`config.mk`:
```
export PLATFORM = sky130hd
export DESIGN_NAME = ov_frame_writer
export DESIGN_NICKNAME = d
export VERILOG_FILES = /design/src/rtl/ov_frame_writer.sv
export SDC_FILE = /design/constraint.sdc
export NUM_CORES = 1
export LEC_CHECK = 0
export ABC_AREA = 1
export CELL_PAD_IN_SITES_DETAIL_PLACEMENT = 2
export CELL_PAD_IN_SITES_GLOBAL_PLACEMENT = 2
export CORE_UTILIZATION = 33
export CTS_CLUSTER_SIZE = 16
export DETAILED_ROUTE_END_ITERATION = 6
export PLACE_DENSITY = 0.82
export SYNTH_ARGS = -nofsm -noshare
export SYNTH_HDL_FRONTEND = slang
export SYNTH_SLANG_ARGS = --single-unit
export TNS_END_PERCENT = 30
```
`constraint.sdc`:
```
create_clock -name clk -period 4.2 [get_ports clk]
set_clock_uncertainty 0.15 [all_clocks]
set_input_delay 0.84 -clock clk [delete_from_list [all_inputs] [get_ports clk]]
set_output_delay 0.84 -clock clk [all_outputs]
set_load 0.05 [all_outputs]
```
`src/rtl/ov_frame_writer.sv`:
```
// ov_frame_writer: packs OV7670 RGB444 byte pairs into 12-bit pixels and writes them row-aligned into a frame buffer
// Ports:
//   clk, rst          camera pixel clock, synchronous active-high reset
//   en                capture enable, sampled at the vsync falling edge that starts a frame
//   vsync, href, din  camera sync signals and data byte
//   wea, addra, dina  frame buffer write port (address = line*H_PIX + col)
//   busy              high while capturing a frame
//   frame_done        one-cycle pulse when a captured frame closes
//   overflow          sticky flag for any pixel or line beyond H_PIX x V_LINES
//   frame_cnt         completed-frame counter, wraps
module ov_frame_writer #(
    parameter int H_PIX   = 640,
    parameter int V_LINES = 480,
    parameter int ADDR_W  = 19
) (
    input  logic              clk,
    input  logic              rst,
    input  logic              en,
    input  logic              vsync,
    input  logic              href,
    input  logic [7:0]        din,
    output logic              wea,
    output logic [ADDR_W-1:0] addra,
    output logic [11:0]       dina,
    output logic              busy,
    output logic              frame_done,
    output logic              overflow,
    output logic [7:0]        frame_cnt
);
    localparam int CW = $clog2(H_PIX + 1);
    localparam int LW = $clog2(V_LINES + 1);
    typedef enum logic [1:0] {IDLE, SYNC, CAPTURE} state_t;
    state_t state, state_nxt;
    logic vs_r, vs_rr, hr_r, hr_rr;
    logic [7:0] din_r;
    logic phase;
    logic [3:0] r_lat;
    logic [CW-1:0] col;
    logic [LW-1:0] line;
    logic [ADDR_W-1:0] line_base;
    logic vs_fall, vs_rise, hr_fall, start, close, in_range;
    assign vs_fall  = vs_rr & ~vs_r;
    assign vs_rise  = ~vs_rr & vs_r;
    assign hr_fall  = hr_rr & ~hr_r;
    assign in_range = (col < CW'(H_PIX)) && (line < LW'(V_LINES));
    assign busy     = state == CAPTURE;
    always_ff @(posedge clk)
        state <= rst ? IDLE : state_nxt;
    always_comb begin
        state_nxt = state;
        start     = 1'b0;
        close     = 1'b0;
        case (state)
            IDLE:    state_nxt = SYNC;
            SYNC:    if (vs_fall && en) begin
                         state_nxt = CAPTURE;
                         start     = 1'b1;
                     end
            CAPTURE: if (vs_rise) begin
                         state_nxt = SYNC;
                         close     = 1'b1;
                     end
            default: state_nxt = IDLE;
        endcase
    end
    always_ff @(posedge clk) begin
        if (rst) begin
            vs_r       <= 1'b0;
            vs_rr      <= 1'b0;
            hr_r       <= 1'b0;
            hr_rr      <= 1'b0;
            din_r      <= '0;
            phase      <= 1'b0;
            r_lat      <= '0;
            col        <= '0;
            line       <= '0;
            line_base  <= '0;
            wea        <= 1'b0;
            addra      <= '0;
            dina       <= '0;
            frame_done <= 1'b0;
            overflow   <= 1'b0;
            frame_cnt  <= '0;
        end else begin
            vs_r       <= vsync;
            vs_rr      <= vs_r;
            hr_r       <= href;
            hr_rr      <= hr_r;
            din_r      <= din;
            wea        <= 1'b0;
            frame_done <= close;
            if (close)
                frame_cnt <= frame_cnt + 1'b1;
            if (start) begin
                line      <= '0;
                col       <= '0;
                line_base <= '0;
                phase     <= 1'b0;
            end else if (busy && !vs_rise) begin
                if (hr_fall) begin
                    // Next row always starts at its own base, so short lines never shift later rows;
                    // a dangling half pixel is dropped by clearing phase.
                    col   <= '0;
                    phase <= 1'b0;
                    if (line < LW'(V_LINES)) begin
                        line      <= line + 1'b1;
                        line_base <= line_base + ADDR_W'(H_PIX);
                    end
                end else if (hr_r) begin
                    phase <= ~phase;
                    if (!phase)
                        r_lat <= din_r[3:0];
                    else if (in_range) begin
                        wea   <= 1'b1;
                        addra <= line_base + ADDR_W'(col);
                        dina  <= {r_lat, din_r};
                        col   <= col + 1'b1;
                    end else
                        overflow <= 1'b1;
                end
            end
        end
    end
endmodule

```
==> summary.md, run 1 <==
| Metric | Value |
|---|---|
| Initial drt markers | `82` |
| Die area | `0.0129 mm2` |
| Pwr dens | `359 mW/mm2` |
| Slowest stage delay, CP | `0.85 ns` |
| Postcts setup bufs | `0` |
| Max Fanout on Critical Path | `4` |
| First-pass GRT wire length | `20700 um` |
| Drt wl/cell | `15.2 um` |
| Clock network fraction of design power | `46.5%` |
| Detail Route Antenna Nets | `0` |
| Critical path class | `flip-flop to output port` |
| Flop2flop setup slack | `1.90 ns` |
| Outcome | `complete, no violations` |
| GR Overflow Total | `0` |
| Count of cell types in the netlist | `30` |
| Later-pin clock latency in the skew report | `0.35 ns` |
| Setup crit start | `state[1]` |
| Antenna violations before repair | `0` |
| YS warnings | `0` |
| Leakage | `0.00201 uW` |
| Setup crit end | `busy` |
| Total GRT Usage | `20.6%` |
| Number of global-route vias before repair | `4262` |
| WL final | `12200 um` |
| Top cells by area, synth | `dfxtp_1 (45%), nand2_1 (11%), nor2_1 (11%)` |
| Num CTS Buffers | `9` |
| DRC Markers | `0` |
| CP startpoint kind | `flip-flop` |
| Cells after synthesis | `578` |
| Clock Sink Count | `92` |
| Fillers | `1438` |
| FF-to-FF End | `addra[15]` |
| CORE AREA | `0.0121 mm2` |
| Die Span Y | `113 um` |
| Post-CTS Hold Buffers | `0` |
| Cell Area, Synth | `0.00410 mm2` |
| Synthesized Nets | `599` |
| Root buffer cell | `clkbuf_16` |
| Final slew viol count | `0` |
| Asr flop ratio synth | `0%` |
| R2r worst-path depth | `8` |
| CP Capture Type | `output port` |
| P&R area growth vs syn | `24.6%` |
| Post-DP HPWL | `9100 um` |
| Worst EP arrival | `1.77 ns` |
| Post-synth EDFFs | `0` |
| Worst-path cell chain | `inv_1 -> nor2_4 -> clkdlybuf4s50_1` |
| Internal Pwr Total | `1420 uW` |
| Post-route minimum period | `2.76 ns` |
| Sequential group share of total power | `48.5%` |
| Launch point of the worst reg-to-reg path | `col[7]` |
| Layout cells sized above 1 | `5.19%` |
| Final RePlAce weighted congestion | `0.763` |
| H-tree levels | `3` |
| Pin count of the biggest net entering global routing | `33` |
| Crit-path slowest cell | `clkdlybuf4s50_1` |
| Worst endpoint required time | `3.21 ns` |
| Seq/Total Area, Yosys | `44.9%` |
| Antenna diodes | `0` |
| Reg clk slew, reported paths | `0.06 ns` |
| Starting Density | `34.0%` |
| Synthesized area per cell | `7.09 um2` |
| Core Util, Final | `42.3%` |
| Logic pwr share | `5.0%` |
| Switching portion of total power | `22.4%` |
| Setup-failing EPs final | `0` |
| Via count | `3853` |
| Final worst path period share | `65.8%` |
| FP Rows | `40` |
| Post-CTS Resized | `0` |
| F_max | `0.362 GHz` |
| Via density | `4.79` |
| Hold Vio Cnt, Final | `0` |
| Switching pwr | `411 uW` |
| I/O Pins | `56` |
| TritonCTS clock tree | `done` |
| Worst vdd ir | `0.000149 V` |
| DRT Pass-1 Iters | `4` |
| Port Buffers | `55` |
| Max_cap viols | `0` |
| Dominant synthesized flop cell | `dfxtp_1` |
| Die width | `113 um` |
| Post-synth top area cell | `dfxtp_1` |
| Tightest Hold Check Type | `flip-flop to flip-flop` |
| Slew HR | `42.2%` |
| Setup TNS | `0 ns` |
| #FFs+latches synth | `92` |
| Nets | `652` |
| Max Buffers Root-to-Sink | `2` |
| RSZ-0062 raised after global routing | `false` |
| Worst-Margin Slew | `0.864 ns` |
| Top-area cell type share of the netlist area | `44.9%` |
-- per-layer routing --
metal	share of wire (%)	GRT usage, %	up-vias
met3	1.8	2.82	15
li1	-	-	1922
met5	0	0	-
met2	52	38.2	41
met1	45	23.9	1875
met4	1.7	7.63	0
-- power groups by stage --
stage	clock network, uW	registers (uW)	logic (uW)
after floorplan	0	911	52.6
after global placement	0	909	87.4
after detailed placement	0	910	92.1
after CTS	873	890	93.8
after global routing	908	890	102
final	853	890	92.1
-- layout by cell type (no fill, tap or decap), types with 6 or more instances in the layout --
cell             netlist  final
a21oi_1               30     30
clkbuf_16              0      9
clkdlybuf4s50_1        0     55
dfxtp_1               92     92
ha_1                   7      7
inv_1                 69     69
nand2_1              125    125
nand3_1               19     19
nand4_1               12     12
nor2_1               115    115
nor3_1                 6      6
o21ai_0               46     46
xor2_1                 9      9
-- synth_stat cells, types with 5 or more instances --
cell type	instances
a21oi_1	30
buf_2	5
clkbuf_1	6
dfxtp_1	92
ha_1	7
inv_1	69
nand2_1	125
nand3_1	19
nand4_1	12
nor2_1	115
nor3_1	6
o21ai_0	46
xnor2_1	5
xor2_1	9
-- worst max-delay path, delay by kind of cell (launching register included) --
| family | cells | cell delay (ns) |
|---|---|---|
| simple gates | 1 | 0.14 |
| flops | 1 | 0.36 |
| buf+inv | 2 | 0.93 |
-- stage by stage --
stage / power (uW) / hold slack [ns] / instances / cell area (um2) / setup WS, ns
after floorplan: 963 / 0.280 / 578 / 4100 / 2.28
after global placement: 996 / 0.293 / 788 / 4790 / 1.43
after detailed placement: 1000 / 0.302 / 788 / 4790 / 1.32
after CTS: 1860 / 0.312 / 804 / 5110 / 1.41
after global routing: 1900 / 0.331 / 804 / 5110 / 1.36
final: 1830 / 0.307 / 804 / 5110 / 1.44
-- sequential cells by signal, indices dropped and copies added, names as in the netlist, 2 cells and up --
| register | cells |
|---|---|
| frame_cnt | 8 |
| col | 10 |
| r_lat | 4 |
| addra | 19 |
| dina | 12 |
| line | 9 |
| state | 2 |
| line_base | 12 |
| din_r | 8 |
-- layout make-up --
cell class	count	area [um2]	area share, %
clock inverter	3	43.8	0.858
sequential	92	1840	36.1
clock buffer	13	270	5.29
tap	168	210	4.12
timing repair buffer	58	573	11.2
multi-input combinational	399	1900	37.2
inverter	71	267	5.22
-- how the worst min path moves through the flow --
| stage | from | to | cells after the start |
|---|---|---|---|
| finish | line[8] | line[8] | 2 |
| global placement | line[8] | line[8] | 2 |
| floorplan | line[8] | line[8] | 2 |
| CTS | line[8] | line[8] | 2 |
| detailed placement | line[8] | line[8] | 2 |
| global route | line[8] | line[8] | 2 |
-- kinds of logic (layout without fill, tap and decap cells) --
logic type | after synthesis | in the layout | share of synthesized area (%)
compound gates | 82 | 82 | 10.1
xor+xnor | 14 | 14 | 2.99
fa+ha+maj | 8 | 8 | 2.63
buf+inv | 87 | 145 | 8.67
flops | 92 | 92 | 44.9
simple gates | 295 | 295 | 30.7
(Power assumes the default switching activity.)
==> run 2: changes to the inputs <==
Settings changed: CORE_UTILIZATION 33 to 28, PLACE_DENSITY 0.82 to 0.74.
Clock period 4.2 ns to 2.2 ns, I/O delays scaled along.
==> summary.md, run 2 (synthesized netlist as in run 1, its figures left out) <==
| Metric | Value |
|---|---|
| Max_cap viols | `0` |
| Final RePlAce weighted congestion | `0.756` |
| Die width | `123 um` |
| Core Util, Final | `36.6%` |
| Slew HR | `63.6%` |
| Worst vdd ir | `0.000318 V` |
| Setup TNS | `0 ns` |
| Outcome | `complete, no violations` |
| Most flops, register | `addra` |
| Critical path class | `flip-flop to output port` |
| Num CTS Buffers | `9` |
| Tightest Hold Check Type | `flip-flop to flip-flop` |
| Number of global-route vias before repair | `4157` |
| GR Overflow Total | `0` |
| Finished Layout Cells | `826` |
| Multi-input gate area | `0.00190 mm2` |
| GRT Max-Usage Layer | `met2` |
| DRC Markers | `0` |
| Hold Vio Cnt, Final | `0` |
| Post-CTS Hold Buffers | `0` |
| I/O Pins | `56` |
| Reg area | `0.00184 mm2` |
| CP startpoint kind | `flip-flop` |
| Cell family with most CP delay | `buffers and inverters` |
| Commonest non-fill, non-tap cell in the layout | `nand2_1` |
| Setup-failing EPs final | `0` |
| Placed cell count | `810` |
| Placement Cell Area | `0.00488 mm2` |
| Largest regs | `addra (19), dina (12), line_base (12)` |
| Worst-path cell chain | `clkdlybuf4s50_1` |
| Worst path bufs/invs | `1` |
| Post-route minimum period | `2.14 ns` |
| FP Rows | `43` |
| Post-DP HPWL | `9190 um` |
| Via density | `4.70` |
| H-tree levels | `3` |
| CORE AREA | `0.0141 mm2` |
| Drt wl/cell | `14.8 um` |
| Largest register FFs | `19` |
| Later-pin clock latency in the skew report | `0.36 ns` |
| Slowest stage delay, CP | `0.82 ns` |
| Fillers | `1674` |
| GRT met1 Usage | `21.8%` |
| Reg clk slew, reported paths | `0.07 ns` |
| Max Fanout on Critical Path | `4` |
| Met3 Use GR | `2.77%` |
| DRT Pass-1 Iters | `4` |
| Worst-Margin Slew | `0.544 ns` |
| First-pass GRT wire length | `20700 um` |
| RSZ-0062 raised after global routing | `false` |
| Crit-path slowest cell | `clkdlybuf4s50_1` |
| Final slew viol count | `0` |
| Starting Density | `29.1%` |
| F_max | `0.468 GHz` |
| TritonCTS clock tree | `done` |
| Port Buffers | `55` |
| Pwr Total | `3410 uW` |
| Max Buffers Root-to-Sink | `2` |
| Pin count of the biggest net entering global routing | `22` |
| Final worst path period share | `97.1%` |
| Worst endpoint required time | `1.61 ns` |
| Pwr dens | `660 mW/mm2` |
| Detail Route Antenna Nets | `0` |
| Clock Sink Count | `92` |
| Die Span Y | `123 um` |
| Antenna violations before repair | `0` |
| WL final | `12200 um` |
| CP Capture Type | `output port` |
| Fin area | `0.00516 mm2` |
| Leakage | `0.00208 uW` |
| Via count | `3879` |
| Leading cell types in the layout, fill and taps excluded | `nand2_1 (125), nor2_1 (115), dfxtp_1 (91), inv_1 (69), clkdlybuf4s50_1 (49)` |
| Worst EP arrival | `1.55 ns` |
| Antenna diodes | `0` |
| P&R area growth vs syn | `26.0%` |
| Root buffer cell | `clkbuf_16` |
| Total GRT Usage | `17.9%` |
| Met2 usage | `31.1%` |
| Nets | `662` |
| Die area | `0.0151 mm2` |
| Initial drt markers | `129` |
| Layout cells sized above 1 | `7.12%` |
[run 2: area by class of cell]
| class | instances | share of cell area (%) |
|---|---|---|
| Tap cell | 180 | 4.36 |
| Inverter | 71 | 5.16 |
| Timing Repair Buffer | 68 | 12.5 |
| Multi-Input combinational cell | 399 | 36.8 |
| Clock inverter | 7 | 1.12 |
| Clock buffer | 9 | 4.36 |
| Sequential cell | 92 | 35.7 |
[run 2: path summary, 6_finish.rpt]
kind           startpoint            to  slack [ns]  cells past startpoint
max          frame_cnt[7]  frame_cnt[7]        0.06                      1
min               line[8]       line[8]        0.31                      2
max reg2reg  line_base[7]     addra[15]        0.17                      9
min reg2reg       line[8]       line[8]        0.31                      2
[run 2: repair_timing]
item / in CTS / in global routing
buffers inserted: 0 / 0
pin swaps: 0 / 0
endpoints found under the setup margin: 4 / 2
gates resized for setup: 4 / 2
[run 2: per-stage QoR]
step	hold slack, ns	setup WS, ns
finish	0.311	0.0640
global route	0.336	0.000667
CTS	0.318	0.0313
detailed placement	0.308	0.165
global placement	0.287	0.213
floorplan	0.280	0.284
[run 2: where the power goes]
part           switching (uW)  total [uW]  leakage [uW]  internal, uW
Combinational             119         178       0.00120          59.5
Clock                     746        1530      0.000135           785
Sequential               13.2        1700      0.000745          1680
[run 2: worst min-delay path: stages (launching register included)]
cell and delay [ns]:
dfxtp_1 0.32, inv_1 0.05, a21oi_1 0.05
[run 2: metal layers]
metal  vias up  wire length [um]
met5         -                 0
met4         0               249
met3        17               276
met2        47              6040
met1      1874              5680
li1       1941                 -
==> run 3: changes to the inputs <==
Settings changed: ABC_CLOCK_PERIOD_IN_PS from default to 2200, SKIP_CTS_REPAIR_TIMING from default to 1.
==> summary.md, run 3 (synthesized netlist as in run 1, its figures left out) <==
| Metric | Value |
|---|---|
| Port Buffers | `55` |
| Antenna violations before repair | `0` |
| Leakage | `0.00214 uW` |
| Final RePlAce weighted congestion | `0.756` |
| Crit-path slowest cell | `clkdlybuf4s50_1` |
| Total GRT Usage | `17.9%` |
| Starting Density | `29.1%` |
| Initial drt markers | `126` |
| Flop2flop setup slack | `0.17 ns` |
| Most flops, register | `addra` |
| Pwr dens | `658 mW/mm2` |
| Final hold slack | `0.311 ns` |
| Worst-Margin Slew | `0.539 ns` |
| Critical path class | `flip-flop to output port` |
| CORE AREA | `0.0141 mm2` |
| Worst vdd ir | `0.000320 V` |
| Hold path start | `line[8]` |
| Worst path bufs/invs | `1` |
| Worst EP arrival | `1.55 ns` |
| R2r worst-path depth | `9` |
| Later-pin clock latency in the skew report | `0.36 ns` |
| Cell family with most CP delay | `buffers and inverters` |
| WL final | `12300 um` |
| Via count | `3887` |
| Setup-failing EPs final | `0` |
| Post-route minimum period | `2.14 ns` |
| Max Buffers Root-to-Sink | `2` |
| Fillers | `1672` |
| Launch point of the worst reg-to-reg path | `line_base[7]` |
| P&R area growth vs syn | `26.3%` |
| I/O Pins | `56` |
| Tightest Hold Check Type | `flip-flop to flip-flop` |
| Slowest stage delay, CP | `0.82 ns` |
| TritonCTS clock tree | `done` |
| Number of global-route vias before repair | `4157` |
| Final setup margin | `0.0626 ns` |
| Leading cell types in the layout, fill and taps excluded | `nand2_1 (125), nor2_1 (115), dfxtp_1 (91), inv_1 (69), clkdlybuf4s50_1 (49)` |
| Die area | `0.0151 mm2` |
| Worst-path cell chain | `clkdlybuf4s50_1` |
| DRT Pass-1 Iters | `4` |
| Setup crit start | `frame_cnt[7]` |
| Root buffer cell | `clkbuf_16` |
| Commonest non-fill, non-tap cell in the layout | `nand2_1` |
| Via density | `4.71` |
| FF-to-FF End | `addra[15]` |
| FP Rows | `43` |
| First-pass GRT wire length | `20700 um` |
| Core Util, Final | `36.7%` |
| CP startpoint kind | `flip-flop` |
| Worst endpoint required time | `1.61 ns` |
| Max Fanout on Critical Path | `4` |
| Largest regs | `addra (19), dina (12), line_base (12)` |
| Pin count of the biggest net entering global routing | `22` |
| DRC Markers | `0` |
| RSZ-0062 raised after global routing | `false` |
| Largest register FFs | `19` |
| Nets | `662` |
| Outcome | `complete, no violations` |
| GR Overflow Total | `0` |
| Placed cell count | `810` |
| Worst path depth | `1` |
| Hold Vio Cnt, Final | `0` |
| Layout cells sized above 1 | `7.12%` |
| Antenna diodes | `0` |
| Setup TNS | `0 ns` |
| Reg clk slew, reported paths | `0.07 ns` |
| Die Span Y | `123 um` |
| Num CTS Buffers | `9` |
| Slew HR | `64.0%` |
| Final worst path period share | `97.2%` |
| Clock Sink Count | `92` |
| CP Capture Type | `output port` |
| Place WS | `0.165 ns` |
| Final slew viol count | `0` |
| Setup crit end | `frame_cnt[7]` |
| Post-DP HPWL | `9190 um` |
| Max_cap viols | `0` |
| F_max | `0.468 GHz` |
| H-tree levels | `3` |
| Detail Route Antenna Nets | `0` |
| Die width | `123 um` |
| Finished Layout Cells | `826` |
| Drt wl/cell | `14.8 um` |
## run 3: cell count changes in the layout (fill, tap and decap cells not counted)
cell / delta
dlygate4sd2_1: -4
dlymetal6s2s_1: +4
## run 3: final cells by class
class / count / area, um2 / share of cell area (%)
clock buffers: 9 / 225 / 4.35
inverters: 71 / 267 / 5.15
well taps: 180 / 225 / 4.35
clock inverters: 7 / 57.6 / 1.11
repair buffers: 68 / 658 / 12.7
flip-flops and latches: 92 / 1840 / 35.6
multi-input cells: 399 / 1900 / 36.7
## run 3: report_power, final
group / leakage (uW) / internal (uW) / switching (uW)
combinational: 0.00126 / 60.1 / 119
clock: 0.000135 / 785 / 745
sequential: 0.000745 / 1680 / 13.2
## run 3: metal layers
layer  global-route usage [%]  share of wire, %  routed length, um
met1                     21.8                46               5680
met2                     31.1                49               6050
met3                     2.77               2.3                285
met4                     7.98               2.0                249
met5                        0                 0                  0
## run 3: worst min-delay path: cells and delay by family, from the launching register on
kind | cells | cell delay (ns)
buffers and inverters | 1 | 0.05
AO/OA/AOI/OAI | 1 | 0.05
flip-flops | 1 | 0.32
## run 3: through the flow
step | instance area [um2] | power [uW]
2_1_floorplan | 4100 | 1840
3_3_place_gp | 4880 | 1910
3_5_place_dp | 4880 | 1920
4_1_cts | 5160 | 3470
5_1_grt | 5180 | 3560
6_report | 5180 | 3410
## run 3: worst min-delay path by stage
stage                     endpoint  slack, ns  cells past startpoint
after floorplan            line[8]       0.28                      2
after global placement     line[8]       0.29                      2
after detailed placement   line[8]       0.31                      2
after CTS                  line[8]       0.32                      2
after global routing       line[8]       0.34                      2
final                      line[8]       0.31                      2
